## config.mk

```make
export PLATFORM = sky130hd
export DESIGN_NAME = demux_1x2_stream
export DESIGN_NICKNAME = d
export VERILOG_FILES = /design/src/rtl/demux_pkg.sv /design/src/rtl/demux_fifo.sv /design/src/rtl/demux_1x2_stream.sv
export SDC_FILE = /design/constraint.sdc
export NUM_CORES = 1
export LEC_CHECK = 0
export CAP_MARGIN = 20
export CORE_AREA = 2 2 67 117
export CTS_BUF_LIST = sky130_fd_sc_hd__clkbuf_16
export CTS_CLUSTER_DIAMETER = 200
export CTS_CLUSTER_SIZE = 12
export DETAILED_ROUTE_END_ITERATION = 6
export DIE_AREA = 0 0 69 119
export GPL_TIMING_DRIVEN = 0
export PLACE_DENSITY = 0.81
export SETUP_SLACK_MARGIN = 0.1
export SYNTH_ARGS = -nofsm -noshare
export SYNTH_HDL_FRONTEND = slang
export SYNTH_HIERARCHICAL = 1
export SYNTH_SLANG_ARGS = --single-unit
```

## constraint.sdc

```tcl
create_clock -name clk -period 2.16 [get_ports clk]
set_input_delay 0.432 -clock clk [delete_from_list [all_inputs] [get_ports clk]]
set_output_delay 0.432 -clock clk [all_outputs]
set_load 0.01 [all_outputs]
```

## src/rtl/demux_pkg.sv

```systemverilog
// Shared types and default sizing for the 1:2 stream demultiplexer.
package demux_pkg;
  localparam int DATA_W = 16;
  localparam int DEPTH  = 2;

  typedef logic [DATA_W-1:0] word_t;
  typedef logic              sel_t;
endpackage

```

## src/rtl/demux_fifo.sv

```systemverilog
// Synchronous FIFO with registered head; pointers carry an extra wrap bit for full/empty.
module demux_fifo #(
  parameter int DATA_W = demux_pkg::DATA_W,
  parameter int DEPTH  = demux_pkg::DEPTH
) (
  input  logic              clk,
  input  logic              reset,
  input  logic              push,
  input  logic [DATA_W-1:0] push_data,
  input  logic              pop,
  output logic              full,
  output logic              empty,
  output logic [DATA_W-1:0] head
);
  import demux_pkg::*;

  localparam int AW = $clog2(DEPTH);
  localparam logic [AW:0] PTR_ONE = (AW+1)'(1);

  logic [AW:0]       wr_ptr;
  logic [AW:0]       rd_ptr;
  logic [DATA_W-1:0] mem [DEPTH];
  logic              do_push;
  logic              do_pop;

  assign empty   = (wr_ptr == rd_ptr);
  assign full    = (wr_ptr[AW] != rd_ptr[AW]) && (wr_ptr[AW-1:0] == rd_ptr[AW-1:0]);
  assign do_push = push && !full;
  assign do_pop  = pop && !empty;
  assign head    = mem[rd_ptr[AW-1:0]];

  // Storage is cleared too so both outputs present zero data out of reset.
  always_ff @(posedge clk) begin
    if (reset) begin
      wr_ptr <= '0;
      rd_ptr <= '0;
      for (int i = 0; i < DEPTH; i++) mem[i] <= '0;
    end else begin
      if (do_push) begin
        mem[wr_ptr[AW-1:0]] <= push_data;
        wr_ptr              <= wr_ptr + PTR_ONE;
      end
      if (do_pop) rd_ptr <= rd_ptr + PTR_ONE;
    end
  end
endmodule

```

## src/rtl/demux_1x2_stream.sv

```systemverilog
// 1:2 stream demux: each source word is steered by s_sel into one of two per-output FIFOs.
// Optional delivered-word counters cnt0/cnt1 are built when DEMUX_STATS_EN is defined.
module demux_1x2_stream #(
  parameter int DATA_W = demux_pkg::DATA_W,
  parameter int DEPTH  = demux_pkg::DEPTH
) (
  input  logic              clk,
  input  logic              reset,
  input  logic              s_valid,
  output logic              s_ready,
  input  logic              s_sel,
  input  logic [DATA_W-1:0] s_data,
  output logic              o0_valid,
  input  logic              o0_ready,
  output logic [DATA_W-1:0] o0_data,
  output logic              o1_valid,
  input  logic              o1_ready,
  output logic [DATA_W-1:0] o1_data
`ifdef DEMUX_STATS_EN
  ,
  output logic [15:0]       cnt0,
  output logic [15:0]       cnt1
`endif
);
  import demux_pkg::*;

  logic full0, full1, empty0, empty1;
  logic push0, push1, pop0, pop1;
  logic accept;

  // Readiness depends only on the selected FIFO, never on a same-cycle pop.
  assign s_ready  = s_sel ? !full1 : !full0;
  assign accept   = s_valid && s_ready;
  assign push0    = accept && (s_sel == 1'b0);
  assign push1    = accept && (s_sel == 1'b1);
  assign o0_valid = !empty0;
  assign o1_valid = !empty1;
  assign pop0     = o0_valid && o0_ready;
  assign pop1     = o1_valid && o1_ready;

  demux_fifo #(.DATA_W(DATA_W), .DEPTH(DEPTH)) u_fifo0 (
    .clk       (clk),
    .reset     (reset),
    .push      (push0),
    .push_data (s_data),
    .pop       (pop0),
    .full      (full0),
    .empty     (empty0),
    .head      (o0_data)
  );

  demux_fifo #(.DATA_W(DATA_W), .DEPTH(DEPTH)) u_fifo1 (
    .clk       (clk),
    .reset     (reset),
    .push      (push1),
    .push_data (s_data),
    .pop       (pop1),
    .full      (full1),
    .empty     (empty1),
    .head      (o1_data)
  );

`ifdef DEMUX_STATS_EN
  always_ff @(posedge clk) begin
    if (reset) begin
      cnt0 <= '0;
      cnt1 <= '0;
    end else begin
      if (pop0 && (cnt0 != 16'hFFFF)) cnt0 <= cnt0 + 16'd1;
      if (pop1 && (cnt1 != 16'hFFFF)) cnt1 <= cnt1 + 16'd1;
    end
  end
`endif
endmodule

```

# ---- Word level (Yosys, flattened, before mapping)
# Memory sizes are Yosys's and may differ from the RTL's. A register that Yosys moved wholly into a read port is not among the register bits.
# Cells that the tools add are included.
dict set report classes {
  addsub 4
  n_mul 0
  div 0
  magnitude_cmp 0
  eq_ne 6
  shifts 0
  muxes 19
  bitwise 1
  reduce_logical 17
}
# operator count
set op_table {}
lappend op_table {{$mux W16} 2}
lappend op_table {{$reduce_or A16 Y1} 2}
lappend op_table {{$mux W1} 17}
lappend op_table {{$logic_and A1 B1 Y1} 11}
lappend op_table {{$add A2 B1 Y2 const B} 4}
lappend op_table {{$eq A2 B2 Y1} 2}
lappend op_table {{$logic_not A1 Y1} 4}
lappend op_table {{$eq A1 B1 Y1} 2}
lappend op_table {{$ne A1 B1 Y1} 2}
lappend op_table {{$not A1 Y1} 1}
dict set report word_totals {
  register_bits 8
  latchBits 0
  ramBits 64
  romBits 0
  in_bits 22
  output_inout_bits 35
  elab_cells 53
  memories 2
}
# memory depth width rd rd_clocked_by_memory_dff write_ports line
set mem_list {}
lappend mem_list {u_fifo0.mem 2 16 1 1 2 demux_fifo.sv:22} ;# logic [DATA_W-1:0] mem [DEPTH];
lappend mem_list {u_fifo1.mem 2 16 1 1 2 demux_fifo.sv:22}

# ---- Logic depth before layout (Yosys ltp)
dict set report logic_depth {
  depth_word 12
  ltp_mapped 8
  mapped_depth_nobuf 6
}

# ---- Hierarchy
# The synthesis kept the hierarchy.
# module n_inst cells_each area_per_inst_um2 seq_area_each_um2
set by_module_without_submodules {}
lappend by_module_without_submodules {demux_fifo 2 135 1687.9 1061.0}
lappend by_module_without_submodules {demux_1x2_stream 1 7 46.3 0.0}

# ---- Least setup slack after synthesis
# OpenSTA, ideal clock, no wires.
dict set report synth_timing {
  kind {reg-to-reg}
  from {register u_fifo0.rd_ptr[1]}
  to {memory u_fifo0.mem[1][0], enable pin}
  setup_ns 0.375
  arrival_ns 1.888
  required_time_ns 1.785
  slack_ns -0.103
  path_stages_with_launch 7
  path_buffers 0
  period_less_slack_ns 2.263
  path_cell_list {dfxtp_1 > xnor2_2 > nor2_1 > nor3b_1 > nand2_1 > o21bai_2 > nand2b_1}
}
# item line
set synth_lines {}
lappend synth_lines {{start: declaration} demux_fifo.sv:21} ;# logic [AW:0] rd_ptr;
lappend synth_lines {{start signal: assignment} demux_fifo.sv:43} ;# if (do_pop) rd_ptr <= rd_ptr + PTR_ONE;
lappend synth_lines {{end: declaration} demux_fifo.sv:22}

==> results.md <==
* Status: complete, no violations
* HPWL after detailed placement at 5.01 mm
* Routed via count at 2320
* First-pass GRT wire length at 12.0 mm
* Max transition margin at 64.2%
* ANT cells at 0
* Largest net degree at the start of global routing at 17
* Max Root-Sink Buffers at 2
* Wire per inst at 16.9 µm
* Clock transition at the registers of the reported paths at 0.05 ns
* Largest area contributor in the synthesized netlist: edfxtp_1
* Crit path max fanout at 16
* Post-synthesis sequential area ratio at 62.0%
* TritonRoute pass-1 iters at 5
* Yosys reg bits at 74
* Peak VDD IR at 0.648 mV
* Mapped Nets at 299
* Setup TNS at 0 ns
* Nets at 373
* Fin. Hold Viols at 0
* Top cells by area, synth: edfxtp_1 (56%), mux2_2 (11%), nor2_1 (7.9%)
* Synth Flop Type: edfxtp_1
* Site Rows at 42
* Worst Setup Start Kind: flop
* Vias per cell at 5.23
* Crit end category: flop
* Crit path cell chain: buf_4, xor2_2, nor2_1, nor3b_2, buf_4, nor2b_1, o21ai_2, nand2b_4
* Placed Area at 4110 µm²
* CTS tree: built
* Async set-reset flop share out of synthesis at 0%
* EDFF count, synth at 64
* CP top delay family: simple AND/OR/NAND/NOR gates
* Final worst slack at 0.105 ns
* Static leakage at 1.84 nW
* Area of the mapped netlist at 3420 µm²
* GRT overflow at 0
* Core footprint at 7360 µm²
* Skew-Pair Late Insertion Delay at 0.33 ns
* Maxcap violations at 0
* CTS Sinks at 74
* Share of cells above drive strength 1 at 23.9%
* Count leader, synth: nor2_1
* Area growth from synthesis to layout at 33.2%
* Finished Cell Area at 4560 µm²
* Inserted Clock Buffers at 9
* Root buffer cell: clkbuf_16
* Least-Margin Pin Slew at 0.537 ns
* Dpl ws at -0.337 ns
* WP data required at 2.18 ns
* Cell repeated most along the worst path: buf_4
* Synth top cells by count: nor2_1 (72), edfxtp_1 (64), nand2b_1 (36)
* Top-level port count at 57
* Crit Path Class: reg -> reg
* Routed WL at 7.51 mm
* Power per cell area at 851 nW/µm²
* Avg Synthesized Cell Area at 12.4 µm²
* Initial antenna violation count at 0
* Largest stage delay on the critical path at 0.30 ns
* Endpoints failing setup at 0
* HP Class: reg -> reg
* CP bufs+invs at 2
* Syn Inst Count at 277
* Final GP Congestion at 0.823
* Die Area at 8210 µm²
* Total of warnings raised by yosys at 6
* Fillers at 581
* DRT antenna net count at 0
* Fmax at 0.487 GHz
* WP data arrival at 2.07 ns
* Chip Height at 119 µm
* Die span in x at 69 µm
* DRT iter0 DRCs at 159
* Starting density of the core at 46.5%
* Slew Viols, Final at 0
* Vias in the first global route at 2433
* Unrepaired setup endpoints after global routing: yes
* H-tree depth at 3
* Post-route minimum period at 2.05 ns
* Top cell type's share of synthesized area at 56.2%
* Slowest cell on crit path: dfxtp_1
* IO Port Bufs at 56
* Fin crit share at 95.1%
* Count of cell types in the netlist at 24
* Detailed-route DRC error count at 0
* Total GRT Usage at 19.4%
* Clock skew at 0.00296 ns
* Hold slack at 0.521 ns
power breakdown:
| group | switching [mW] | internal (mW) | leakage, nW | total (mW) |
|---|---|---|---|---|
| logic | 0.334 | 0.332 | 0.936 | 0.666 |
| registers | 0.0347 | 1.65 | 0.753 | 1.69 |
| clock network | 0.526 | 0.996 | 0.154 | 1.52 |
state kept, by name, summed over array words and instances (netlist names), named ones only:
signal,cells
u_fifo1/rd_ptr,2
u_fifo0/wr_ptr,2
u_fifo1/wr_ptr,2
u_fifo1/mem,32
u_fifo0/mem,32
u_fifo0/rd_ptr,2
cell type report:
type	instances	area, µm²	share of cell area [%]
Tap cell	88	110	2.41
Clock inverter	7	85.1	1.87
Clock buffer	9	225	4.94
Buffer	14	119	2.61
Timing Repair Buffer	61	562	12.3
Sequential cell	74	2130	46.6
Multi-Input combinational cell	185	1310	28.7
Inverter	6	22.5	0.494
kinds of logic after synthesis:
| group | Yosys count | synth area share (%) |
|---|---|---|
| flip-flops | 74 | 62.0 |
| AO/OA/AOI/OAI | 16 | 3.66 |
| multiplexers | 39 | 12.9 |
| AND/OR/NAND/NOR | 124 | 17.2 |
| XOR/XNOR | 4 | 1.46 |
| buffers and inverters | 20 | 2.78 |
final timing paths:
path                                         from                 to  slack, ns  depth (start not counted)
worst min-delay path            u_fifo1/wr_ptr[1]  u_fifo1/rd_ptr[1]       0.52                          2
worst max register to register  u_fifo0/rd_ptr[0]  u_fifo0/mem[0][7]       0.11                          8
worst min register to register  u_fifo1/wr_ptr[1]  u_fifo1/rd_ptr[1]       0.52                          2
worst max-delay path            u_fifo0/rd_ptr[0]  u_fifo0/mem[0][7]       0.11                          8
repair_timing:
item	4_1_cts	5_1_grt
hold buffers	0	0
setup endpoints to repair	99	80
pin swaps	3	2
cloned	2	0
buffers inserted	3	2
gates resized for setup	56	12
worst reg2reg max path: cells and delay by family, from the launching register on:
family	cells	cell delay [ns]
xor+xnor	1	0.19
flops	1	0.30
simple gates	4	0.79
buf+inv	2	0.33
compound gates	1	0.15
layout by cell type (no fill, tap or decap), drive strengths merged:
| master | netlist | final |
|---|---|---|
| nor2 | 72 | 72 |
| edfxtp | 64 | 64 |
| nand2b | 36 | 38 |
| mux2 | 34 | 34 |
| dlygate4sd2 | 0 | 33 |
| clkdlybuf4s50 | 0 | 21 |
| buf | 8 | 14 |
| clkbuf | 6 | 14 |
| dfxtp | 10 | 10 |
| inv | 6 | 7 |
| a21oi | 6 | 6 |
| nor2b | 6 | 6 |
| mux2i | 5 | 5 |
| nand2 | 4 | 4 |
| o21a | 4 | 4 |
| clkinv | 0 | 3 |
| bufinv | 0 | 2 |
| dlymetal6s2s | 0 | 2 |
| xnor2 | 2 | 2 |
| o21ai | 2 | 2 |
| a211oi | 2 | 2 |
| or3 | 2 | 2 |
| nand4 | 2 | 2 |
| xor2 | 2 | 2 |
| o21bai | 2 | 2 |
| nor3b | 1 | 1 |
| and3b | 1 | 1 |
| clkinvlp | 0 | 1 |
stage by stage:
step / power (mW) / std cells / utilization (%)
floorplan: 2.07 / 277 / -
global placement: 2.36 / 421 / 55.8
detailed placement: 2.38 / 421 / 55.8
CTS: 3.88 / 442 / 61.1
global route: 4.00 / 444 / 62.0
finish: 3.88 / 444 / 62.0
routing by layer:
| metal | wire length (µm) | up-vias | share of wire (%) | track usage [%] |
|---|---|---|---|---|
| li1 | - | 1099 | - | - |
| met1 | 2680 | 1110 | 36 | 20.3 |
| met2 | 4120 | 87 | 55 | 34.0 |
| met3 | 340 | 24 | 4.5 | 3.30 |
| met4 | 369 | 0 | 4.9 | 14.6 |
| met5 | 0 | - | 0 | 0 |
Power figures use the tool's default switching activity.
